### src/rtl/shift_unit_if.sv
// Handshake/data bundle between the control unit (master) and the shift unit (slave).
interface shift_unit_if;
    logic        start;
    logic [1:0]  op;
    logic [4:0]  n;
    logic [31:0] data_in;
    logic [31:0] data_out;
    logic        busy;
    logic        done;

    modport master (
        output start, op, n, data_in,
        input  data_out, busy, done
    );

    modport slave (
        input  start, op, n, data_in,
        output data_out, busy, done
    );
endinterface

### src/rtl/shift_unit.sv
// Multicycle 32-bit shifter (SLL/SRL/SRA, op 11 passes through), one bit per cycle.
// Define SHIFT_UNIT_FAST_EN to compute the whole shift in the start cycle instead.
//
// state   | meaning
// --------+-----------------------------------------------------------
// S_IDLE  | waiting for start; data_out holds last result
// S_SHIFT | shifting data_out one position per cycle, cnt counts down
// S_DONE  | done pulse; data_out is the final result; start accepted
module shift_unit (
    input logic         clk,
    input logic         reset,
    shift_unit_if.slave bus
);

    typedef enum logic [1:0] {
        S_IDLE  = 2'd0,
        S_SHIFT = 2'd1,
        S_DONE  = 2'd2
    } state_t;

    state_t      state_q, state_d;
    logic [31:0] data_q,  data_d;
    logic [1:0]  op_q,    op_d;
    logic [4:0]  cnt_q,   cnt_d;

    function automatic logic [31:0] shift_one(input logic [31:0] d, input logic [1:0] o);
        case (o)
            2'b00:   shift_one = {d[30:0], 1'b0};
            2'b01:   shift_one = {1'b0, d[31:1]};
            2'b10:   shift_one = {d[31], d[31:1]};
            default: shift_one = d;
        endcase
    endfunction

`ifdef SHIFT_UNIT_FAST_EN
    function automatic logic [31:0] shift_full(input logic [31:0] d, input logic [1:0] o,
                                                input logic [4:0] amt);
        case (o)
            2'b00:   shift_full = d << amt;
            2'b01:   shift_full = d >> amt;
            2'b10:   shift_full = 32'($signed(d) >>> amt);
            default: shift_full = d;
        endcase
    endfunction
`endif

    always_comb begin
        state_d = state_q;
        data_d  = data_q;
        op_d    = op_q;
        cnt_d   = cnt_q;
        case (state_q)
            S_IDLE, S_DONE: begin
                state_d = S_IDLE;
                if (bus.start) begin
                    op_d  = bus.op;
                    cnt_d = bus.n;
`ifdef SHIFT_UNIT_FAST_EN
                    data_d  = shift_full(bus.data_in, bus.op, bus.n);
                    state_d = S_DONE;
`else
                    data_d  = bus.data_in;
                    state_d = (bus.n == 5'd0 || bus.op == 2'b11) ? S_DONE : S_SHIFT;
`endif
                end
            end
            S_SHIFT: begin
                data_d = shift_one(data_q, op_q);
                cnt_d  = cnt_q - 5'd1;
                // cnt==1 means this edge performs the final shift
                if (cnt_q == 5'd1) begin
                    state_d = S_DONE;
                end
            end
            default: state_d = S_IDLE;
        endcase
    end

    always_ff @(posedge clk) begin
        if (reset) begin
            state_q <= S_IDLE;
            data_q  <= '0;
            op_q    <= '0;
            cnt_q   <= '0;
        end else begin
            state_q <= state_d;
            data_q  <= data_d;
            op_q    <= op_d;
            cnt_q   <= cnt_d;
        end
    end

    assign bus.data_out = data_q;
    assign bus.busy     = (state_q == S_SHIFT);
    assign bus.done     = (state_q == S_DONE);

endmodule

### src/flat_wrapper.sv
// flat-port wrapper written by rule: the top's interface ports become plain ports
module shift_unit_flat 
  (clk, reset, bus_start, bus_op, bus_n, bus_data_in, bus_data_out, bus_busy, bus_done);
  shift_unit_if bus_i ();
  input logic clk;
  input logic reset;
  input wire logic [$bits(bus_i.start)-1:0] bus_start;
  input wire logic [$bits(bus_i.op)-1:0] bus_op;
  input wire logic [$bits(bus_i.n)-1:0] bus_n;
  input wire logic [$bits(bus_i.data_in)-1:0] bus_data_in;
  output wire logic [$bits(bus_i.data_out)-1:0] bus_data_out;
  output wire logic [$bits(bus_i.busy)-1:0] bus_busy;
  output wire logic [$bits(bus_i.done)-1:0] bus_done;
  assign bus_i.start = bus_start;
  assign bus_i.op = bus_op;
  assign bus_i.n = bus_n;
  assign bus_i.data_in = bus_data_in;
  assign bus_data_out = bus_i.data_out;
  assign bus_busy = bus_i.busy;
  assign bus_done = bus_i.done;
  shift_unit u_core (.clk(clk), .reset(reset), .bus(bus_i));
endmodule
### config.mk
export PLATFORM = sky130hd
export DESIGN_NAME = shift_unit_flat
export DESIGN_NICKNAME = d
export VERILOG_FILES = /design/src/rtl/shift_unit_if.sv /design/src/rtl/shift_unit.sv /design/src/flat_wrapper.sv
export SDC_FILE = /design/constraint.sdc
export NUM_CORES = 1
export LEC_CHECK = 0
export CORE_UTILIZATION = 40
export DETAILED_ROUTE_END_ITERATION = 10
export PLACE_DENSITY = 0.69
export SYNTH_ARGS = -nofsm -noshare
export SYNTH_HDL_FRONTEND = slang
export SYNTH_SLANG_ARGS = --single-unit
export TNS_END_PERCENT = 10
### constraint.sdc
create_clock -name clk -period 4.49 [get_ports clk]
set_clock_uncertainty 0.15 [all_clocks]
set_input_delay 0.898 -clock clk [delete_from_list [all_inputs] [get_ports clk]]
set_output_delay 0.898 -clock clk [all_outputs]
set_load 0.02 [all_outputs]
==> results of run 1 <==
[kinds of logic (layout without fill, tap and decap cells)]
kind of cell | Yosys count | in the layout | synth area share [%]
AND/OR/NAND/NOR | 29 | 29 | 7.216
adder cells (fa/ha/maj) | 6 | 6 | 3.183
flip-flops | 41 | 41 | 34.80
buffers and inverters | 45 | 98 | 8.276
AO/OA/AOI/OAI | 145 | 145 | 46.53
[worst max path at each step]
stage | slack, ns | endpoint | depth (start not counted)
after floorplan | 2.59 | u_core.state_q[1] | 3
after global placement | 1.12 | u_core.bus.data_out[9] | 5
after detailed placement | 1.05 | u_core.bus.data_out[12] | 5
after CTS | 1.35 | u_core.bus.data_out[11] | 5
after global routing | 1.13 | u_core.bus.data_out[10] | 5
final | 1.36 | u_core.bus.data_out[11] | 5
[registers in the layout, indices dropped and copies added (netlist names)]
register / cells
u_core.bus.data_out: 32
u_core.cnt_q: 5
u_core.op_q: 2
u_core.state_q: 2
[cell usage in the layout, fill, tap and decap left out, types with 2 or more instances in the layout]
| master | n |
|---|---|
| clkdlybuf4s50_1 | 75 |
| dfxtp_1 | 41 |
| o31ai_1 | 31 |
| a221oi_1 | 30 |
| o2111ai_1 | 30 |
| o21ai_0 | 29 |
| inv_1 | 9 |
| a21oi_1 | 6 |
| ha_1 | 6 |
| nand2_1 | 5 |
| nor2_1 | 5 |
| clkbuf_8 | 5 |
| buf_4 | 5 |
| o21a_1 | 3 |
| a211oi_1 | 3 |
| o211ai_1 | 3 |
| nand3_1 | 3 |
| a31oi_1 | 3 |
| o311a_1 | 2 |
| and2_1 | 2 |
| or3_1 | 2 |
[power by group]
| group | leakage [nW] | internal, mW | total [mW] | switching [mW] |
|---|---|---|---|---|
| Combinational | 0.673 | 0.158 | 0.352 | 0.194 |
| Clock | 0.0543 | 0.166 | 0.304 | 0.138 |
| Sequential | 0.338 | 0.407 | 0.459 | 0.0518 |
| Total | 1.07 | 0.732 | 1.11 | 0.383 |
[per-layer routing]
layer,vias to the layer above,wire (um),GRT usage (%)
li1,1199,-,-
met1,1199,3112,32.53
met2,105,3391,36.09
met3,8,478,4.368
met4,0,82,5.926
met5,-,0,0
[critical path, delay by kind of cell]
| family | cells | cell delay (ns) |
|---|---|---|
| buffers and inverters | 3 | 1.97 |
| AO/OA/AOI/OAI | 2 | 0.32 |
[cell type report]
class                   instances  area share, %
clock buffers                   5          2.151
clock inverters                 3          1.447
inverters                      10          1.173
multi-input cells             180          42.12
flip-flops and latches         41          25.66
well taps                      72          2.816
repair buffers                 80          24.64
==> reports/qor_table.md, run 1 <==
| Parameter | Value |
| --- | --- |
| Final cell utilization of the core | 57.05% |
| Initial antenna violation count | 0 |
| Placed Area | 0.003084 mm^2 |
| DRT antenna net count | 0 |
| Slack of the critical path | 1.362 ns |
| Origin of the critical flop-to-flop path | u_core.op_q[1] |
| Die Ht | 78.79 um |
| Fill cells | 548 |
| Hold Path End | u_core.op_q[0] |
| Data arrival time at the worst-slack endpoint | 3.19 ns |
| Required @ worst endpoint | 4.55 ns |
| Kind of critical path | in -> reg |
| WHS | 0.3396 ns |
| Number of cells after detailed placement | 383 |
| Multi-input gate area in the final layout | 0.001348 mm^2 |
| Period utilization | 69.66% |
| Final Net Count | 366 |
| Die span in x | 78.79 um |
| Maximum vdd ir drop | 132.7 uV |
| Fmax achieved | 0.3197 GHz |
| Leading post-synthesis cells by instance count | dfxtp_1 (41), o31ai_1 (31), a221oi_1 (30), o2111ai_1 (30), o21ai_0 (29) |
| GRT Residual Overflow | 0 |
| Pre-CTS worst setup slack | 1.050 ns |
| Initial core utilization | 42.06% |
| Portion of synthesized cell area occupied by the leading cell type | 34.80% |
| Top-count cell post-synth | dfxtp_1 |
| Clock tree from TritonCTS | done |
| Chain of cells forming the critical path | clkdlybuf4s50_1 > inv_1 > buf_4 > o21ai_0 > o31ai_1 |
| Clock Root Buffer | clkbuf_8 |
| Minimum period implied by the final worst setup slack | 3.128 ns |
| Final wirelength | 7.065 mm |
| Unrepaired setup endpoints after global routing | false |
| Number of non-filler instances in the completed layout | 391 |
| Worst Min Path Start | u_core.op_q[0] |
| Largest net degree at the start of global routing | 75 |
| Post-route setup TNS | 0 ns |
| Startpoint kind of the worst setup timing path | input port |
| Fin area | 0.003199 mm^2 |
| Combined area of all synthesized cells | 0.002359 mm^2 |
| Fraction of layout instances using a drive strength above 1 | 5.643% |
| Synth Area per Inst | 8.867 um^2 |
| TritonCTS sink count | 41 |
| Number of placement rows | 27 |
| Run status | finished clean |
| Net count after synthesis | 314 |
| Detailed placer's ending HPWL | 4.295 mm |
| Area enclosed by the die boundary | 0.006207 mm^2 |
| Clock latency reported for the late side of the worst-skew pair | 0.30 ns |
| FF+latch count, synth | 41 |
| Count of max-cap constraint violations | 0 |
| Total of cells resized after clock tree synthesis | 0 |
| Number of standard cells after synthesis | 266 |
| Hold-fix buffer count after cts | 0 |
| Ys async rst share | 0% |
| Sequential cell area | 820.8 um^2 |
| Vias per cell | 6.422 |
| Largest driver fanout on the critical path | 45 |
| Clock-pin slew on the worst setup and hold paths | 0.08 ns |
| Number of unique standard cell types used by synthesis | 39 |
| Buffers inserted by post-CTS timing repair | 0 |
| Hold crit path type | reg -> reg |
| Pins Over Slew Limit | 0 |
| Depth of the most critical reg-to-reg path | 5 |
| Slowest cell on crit path | inv_1 |
| Global placement routability congestion | 0.7911 |
| Port Buffers | 75 |
| Via total after detailed routing | 2,511 |
| WL/cell | 18.07 um |
| Post-detailed-route DRC marker count | 0 |
| Area added between synthesis and finish | 35.65% |
| Deepest clock path buffer count | 2 |
| Total power after layout | 1.115 mW |
| Crit-path max cell delay | 0.98 ns |
| Diodes inserted | 0 |
| Setup violators final | 0 |
| CTS Buf Count | 5 |
| Worst Setup End Kind | flop |
| Worst hold path stage count | 2 |
| Sequential cell area fraction in the yosys report | 34.80% |
| Total Routing Usage GR | 23.14% |
| Most area-consuming cells after synthesis | dfxtp_1 (35%), a221oi_1 (11%), o2111ai_1 (11%), o31ai_1 (9.9%), o21ai_0 (6.2%) |
| Setup slack of the most critical reg-to-reg path | 2.00 ns |
| Wire length of the first global-routing pass | 11.57 mm |
| Actual transition at the worst max-transition pin | 1.210 ns |
| Number of warnings printed during yosys synthesis | 0 |
| Count of flip-flops with a built-in enable after synthesis | 0 |
| Power per cell area | 348.4 mW/mm^2 |
| Number of H-tree levels | 2 |
| Terminus of the critical flop-to-flop path | u_core.bus.data_out[15] |
| Leakage power of the design | 1.066 nW |
| I/O Pins | 76 |
| Start point of the critical path | reset |
| Vias in the first global route | 2,251 |
| Worst-case headroom to the max-slew limit | 19.26% |
| Prevailing post-synth register cell | dfxtp_1 |
| Number of hold violations in the final report | 0 |
| Core Area | 0.005608 mm^2 |
| Violation count after the first detailed-routing iteration | 204 |
| Post-synthesis cell type with the largest combined area | dfxtp_1 |
| Number of detailed-route iterations in the first pass | 4 |
(Power assumes the default switching activity.)
==> run 2, diff against run 1 <==
clock period = 3.28 ns   (was 4.49 ns; I/O delays follow)
==> reports/qor_table.md, run 2 (synthesized netlist as in run 1, its figures left out) <==
| Parameter | Value | Change |
| --- | --- | --- |
| Run status | finished clean |  |
| Buffers inserted by post-CTS timing repair | 0 | unchanged |
| Number of H-tree levels | 2 | unchanged |
| Fraction of layout instances using a drive strength above 1 | 6.173% | +0.53 points |
| Fin area | 0.003214 mm^2 | +0.47% |
| Final wirelength | 7.020 mm | -0.64% |
| GRT Residual Overflow | 0 | unchanged |
| Period utilization | 72.93% |  |
| Setup violators final | 0 | unchanged |
| Clock tree from TritonCTS | done |  |
| Number of non-filler instances in the completed layout | 396 | +1.3% |
| Wire length of the first global-routing pass | 11.59 mm | +0.18% |
| Maximum vdd ir drop | 193.8 uV | +46% |
| Total of cells resized after clock tree synthesis | 0 | unchanged |
| Hold-fix buffer count after cts | 0 | unchanged |
| Leakage power of the design | 1.080 nW | +1.3% |
| Sequential cell area | 820.8 um^2 | unchanged |
| Most frequent standard cell in the layout excluding fill and tap cells | clkdlybuf4s50_1 |  |
| Number of placement rows | 27 | unchanged |
| DRT antenna net count | 0 | unchanged |
| Pins Over Slew Limit | 0 | unchanged |
| Count of max-cap constraint violations | 0 | unchanged |
| Minimum period implied by the final worst setup slack | 2.392 ns |  |
| Terminus of the critical flop-to-flop path | u_core.bus.data_out[30] |  |
| Number of cells after detailed placement | 388 | +1.3% |
| Initial core utilization | 42.06% | unchanged |
| Vias in the first global route | 2,290 | +1.7% |
| Post-detailed-route DRC marker count | 0 | unchanged |
| Total Routing Usage GR | 23.53% | +0.39 points |
| Worst-case headroom to the max-slew limit | 47.80% | +29 points |
| WHS | 0.3526 ns | +0.01297 ns |
| Hold Path End | u_core.op_q[0] |  |
| Met1 Track Usage GR | 32.37% | -0.16 points |
| Area enclosed by the die boundary | 0.006207 mm^2 | unchanged |
| Port Buffers | 75 | unchanged |
| Number of detailed-route iterations in the first pass | 5 | +1 |
| Worst hold path stage count | 2 | unchanged |
| Via total after detailed routing | 2,542 | +1.2% |
| Depth of the most critical reg-to-reg path | 5 | unchanged |
| Actual transition at the worst max-transition pin | 0.7830 ns | -0.4268 ns |
| Kind of critical path | reg -> out |  |
| Total power after layout | 1.446 mW | +30% |
| Placed Area | 0.003134 mm^2 | +1.6% |
| Unrepaired setup endpoints after global routing | false |  |
| Required @ worst endpoint | 2.47 ns | -2.08 ns |
| Largest net degree at the start of global routing | 49 | -35% |
| Number of hold violations in the final report | 0 | unchanged |
| Violation count after the first detailed-routing iteration | 254 | +25% |
| CTS Buf Count | 5 | unchanged |
| Clock latency reported for the late side of the worst-skew pair | 0.30 ns | about the same |
| Largest driver fanout on the critical path | 10 | -78% |
| Global placement routability congestion | 0.8043 | +1.7% |
| Power per cell area | 449.8 mW/mm^2 | +29% |
| Max reg flops | 32 | unchanged |
| Fmax achieved | 0.4180 GHz |  |
| Vias per cell | 6.419 | about the same |
| Initial antenna violation count | 0 | unchanged |
| Worst Setup End Kind | output pin |  |
| Startpoint kind of the worst setup timing path | flop |  |
| Clock-pin slew on the worst setup and hold paths | 0.07 ns | about the same |
| Hold crit path type | reg -> reg |  |
| Clock Root Buffer | clkbuf_8 |  |
| Most frequent cells in the layout | clkdlybuf4s50_1 (75), dfxtp_1 (41), o31ai_1 (31), a221oi_1 (30), o2111ai_1 (30) |  |
| Area added between synthesis and finish | 36.29% |  |
| Final Net Count | 371 | +1.4% |
| Core Area | 0.005608 mm^2 | unchanged |
| Fill cells | 532 | -2.9% |
| TritonCTS sink count | 41 | unchanged |
| Multi-input gate area in the final layout | 0.001348 mm^2 | unchanged |
| Layer with the highest usage | met2 |  |
| Deepest clock path buffer count | 2 | unchanged |
| WL/cell | 17.73 um | -1.9% |
| Post-route setup TNS | 0 ns | unchanged |
| Diodes inserted | 0 | unchanged |
| Origin of the critical flop-to-flop path | u_core.state_q[1] |  |
| Detailed placer's ending HPWL | 4.506 mm | +4.9% |
| Worst Min Path Start | u_core.op_q[0] |  |
| Routing usage on met2 | 36.35% | +0.26 points |
| Die span in x | 78.79 um | unchanged |
| Die Ht | 78.79 um | unchanged |
| Setup slack of the most critical reg-to-reg path | 0.90 ns | -1.10 ns |
| Met3 routing resource usage after global routing | 4.943% | +0.57 points |
| I/O Pins | 76 | unchanged |
| Data arrival time at the worst-slack endpoint | 1.59 ns | -1.60 ns |
## run 2: cell types whose count changed in the layout (fill, tap and decap cells not counted), sizes merged
| cell | previous run | this run |
|---|---|---|
| clkbuf | 5 | 8 |
| clkinvlp | 1 | 0 |
| bufinv | 1 | 0 |
| buf | 5 | 10 |
| clkinv | 1 | 0 |
## run 2: where the power goes
part,internal (mW),switching [mW]
Sequential,0.557,0.0688
Combinational,0.224,0.269
Clock,0.151,0.176
Total,0.933,0.513
## run 2: critical path: stages (launching register included)
cell	delay, ns
dfxtp_1	0.48
nand2b_2	0.14
inv_2	0.07
clkdlybuf4s50_1	0.59
## run 2: how the worst max path moves through the flow
stage | end | depth (start not counted) | slack (ns) | start
after floorplan | u_core.bus.data_out[15] | 6 | 1.52 | u_core.op_q[1]
final | bus_busy | 3 | 0.89 | u_core.state_q[0]
after CTS | bus_busy | 3 | 0.88 | u_core.state_q[0]
after global placement | u_core.bus.data_out[13] | 5 | 0.70 | bus_start
after global routing | u_core.bus.data_out[7] | 5 | 0.71 | u_core.state_q[1]
after detailed placement | u_core.bus.data_out[5] | 5 | 0.71 | bus_start
## run 2: layer usage
metal,wire (um),vias up
met3,382,8
met5,0,-
met1,3277,1237
li1,-,1213
met2,3269,84
met4,91,0
## run 2: per-stage QoR
stage          setup WS, ns  utilization [%]
2_1_floorplan         1.516                -
3_3_place_gp         0.7024            55.89
3_5_place_dp         0.7125            55.89
4_1_cts              0.8823            57.32
5_1_grt              0.7107            57.32
6_report             0.8879            57.32
## run 2: cell type report
class,count,area share (%)
inverters,10,1.168
flip-flops and latches,41,25.54
clock buffers,8,2.491
well taps,72,2.803
multi-input cells,180,41.92
repair buffers,85,26.08
==> run 3, diff against run 2 <==
clock period = 2.3 ns   (was 3.28 ns; I/O delays follow)
==> reports/qor_table.md, run 3 (synthesized netlist as in run 1, its figures left out) <==
| Parameter | Value | Change |
| --- | --- | --- |
| Run status | finished clean |  |
| WL/cell | 17.71 um | about the same |
| Most frequent standard cell in the layout excluding fill and tap cells | clkdlybuf4s50_1 |  |
| Final Net Count | 375 | +1.1% |
| Clock latency reported for the late side of the worst-skew pair | 0.29 ns | about the same |
| Worst Setup End Kind | output pin |  |
| Final cell utilization of the core | 58.10% | +0.78 points |
| Vias per cell | 6.455 | +0.56% |
| Total Routing Usage GR | 23.37% | -0.16 points |
| TritonCTS sink count | 41 | unchanged |
| Pins Over Slew Limit | 0 | unchanged |
| Die Ht | 78.79 um | unchanged |
| Pre-CTS worst setup slack | 0.2450 ns | -0.4675 ns |
| Most frequent cells in the layout | clkdlybuf4s50_1 (75), dfxtp_1 (40), o31ai_1 (31), a221oi_1 (30), o2111ai_1 (30) |  |
| Vias in the first global route | 2,277 | -0.57% |
| Minimum period implied by the final worst setup slack | 2.179 ns |  |
| Setup violators final | 0 | unchanged |
| Crit-path max cell delay | 0.59 ns | about the same |
| Data arrival time at the worst-slack endpoint | 1.57 ns | -0.02 ns |
| Number of H-tree levels | 2 | unchanged |
| CTS Buf Count | 5 | unchanged |
| Period utilization | 94.75% |  |
| Largest driver fanout on the critical path | 6 | -4 |
| Clock Root Buffer | clkbuf_8 |  |
| Maximum vdd ir drop | 331.5 uV | +71% |
| Worst-case headroom to the max-slew limit | 74.39% | +27 points |
| Violation count after the first detailed-routing iteration | 184 | -28% |
| Unrepaired setup endpoints after global routing | false |  |
| Initial core utilization | 42.06% | unchanged |
| Slowest cell on crit path | clkdlybuf4s50_1 |  |
| Post-route setup TNS | 0 ns | unchanged |
| Area enclosed by the die boundary | 0.006207 mm^2 | unchanged |
| Core Area | 0.005608 mm^2 | unchanged |
| Number of hold violations in the final report | 0 | unchanged |
| Diodes inserted | 0 | unchanged |
| Number of detailed-route iterations in the first pass | 4 | -1 |
| DRT antenna net count | 0 | unchanged |
| Power per cell area | 635.7 mW/mm^2 | +41% |
| Port Buffers | 75 | unchanged |
| Leakage power of the design | 1.106 nW | +2.4% |
| Wire length of the first global-routing pass | 11.68 mm | +0.77% |
| Deepest clock path buffer count | 2 | unchanged |
| Via total after detailed routing | 2,582 | +1.6% |
| Fmax achieved | 0.4589 GHz |  |
| Fill cells | 577 | +8.5% |
| Slack of the critical path | 0.1207 ns | -0.7672 ns |
| GRT Residual Overflow | 0 | unchanged |
| Post-detailed-route DRC marker count | 0 | unchanged |
| Total power after layout | 2.071 mW | +43% |
| Hold crit path type | reg -> reg |  |
| Clock-pin slew on the worst setup and hold paths | 0.08 ns | about the same |
| Clock tree from TritonCTS | done |  |
| Count of max-cap constraint violations | 0 | unchanged |
| Max reg flops | 32 | unchanged |
| I/O Pins | 76 | unchanged |
| Required @ worst endpoint | 1.69 ns | -0.78 ns |
| Kind of critical path | reg -> out |  |
| Final wirelength | 7.084 mm | +0.91% |
| Fraction of layout instances using a drive strength above 1 | 7.622% | +1.4 points |
| Chain of cells forming the critical path | nand2b_2 > inv_2 > clkdlybuf4s50_1 |  |
| Area added between synthesis and finish | 38.14% |  |
| Die span in x | 78.79 um | unchanged |
| Number of placement rows | 27 | unchanged |
| Initial antenna violation count | 0 | unchanged |
| Largest net degree at the start of global routing | 75 | +53% |
| Global placement routability congestion | 0.7734 | -3.8% |
| Actual transition at the worst max-transition pin | 0.3806 ns | -0.4024 ns |
| Detailed placer's ending HPWL | 4.602 mm | +2.1% |
| Startpoint kind of the worst setup timing path | flop |  |
## run 3: changes by cell type in the layout (fill, tap and decap cells not counted), sizes merged
cell  delta
buf      +4
## run 3: final cells by class
cell class	instances	area, um^2	share of cell area (%)
Clock buffer	8	80.08	2.458
Inverter	10	37.54	1.152
Multi-Input combinational cell	180	1348	41.36
Sequential cell	41	822.0	25.23
Tap cell	72	90.09	2.765
Timing Repair Buffer	89	880.8	27.04
## run 3: power breakdown
part	leakage (nW)	internal [mW]	total, mW	switching (mW)
Sequential	0.339	0.795	0.897	0.101
Combinational	0.728	0.332	0.718	0.385
Clock	0.0395	0.216	0.457	0.241
Total	1.11	1.34	2.07	0.728
## run 3: timing repair
action,in CTS,in global routing
buffers inserted,0,0
endpoints found under the setup margin,0,1
resized for setup,0,1
hold buffers,0,0
## run 3: final timing paths
check                    start                endpoint  slack (ns)  cells after the start
min reg2reg     u_core.op_q[0]          u_core.op_q[0]        0.34                      2
max reg2reg  u_core.state_q[1]  u_core.bus.data_out[6]        0.43                      5
min             u_core.op_q[0]          u_core.op_q[0]        0.34                      2
max          u_core.state_q[1]                bus_busy        0.12                      3
## run 3: stage by stage
stage,cells,area (um^2),hold WS (ns)
after global placement,392,3177,0.3170
after global routing,400,3258,0.3646
final,400,3258,0.3378
after floorplan,266,2359,0.3036
after CTS,400,3257,0.3396
after detailed placement,392,3177,0.3292
## run 3: per-layer routing
| metal | GRT usage [%] | part of all wire, % |
|---|---|---|
| met3 | 4.598 | 5.5 |
| met5 | 0 | 0 |
| met1 | 34.68 | 47 |
| met4 | 4.444 | 0.69 |
| met2 | 34.78 | 46 |
## run 3: critical path: cells and delay by family, from the launching register on
family,cells,cell delay (ns)
buffers and inverters,2,0.67
AND/OR/NAND/NOR,1,0.25
flip-flops,1,0.36
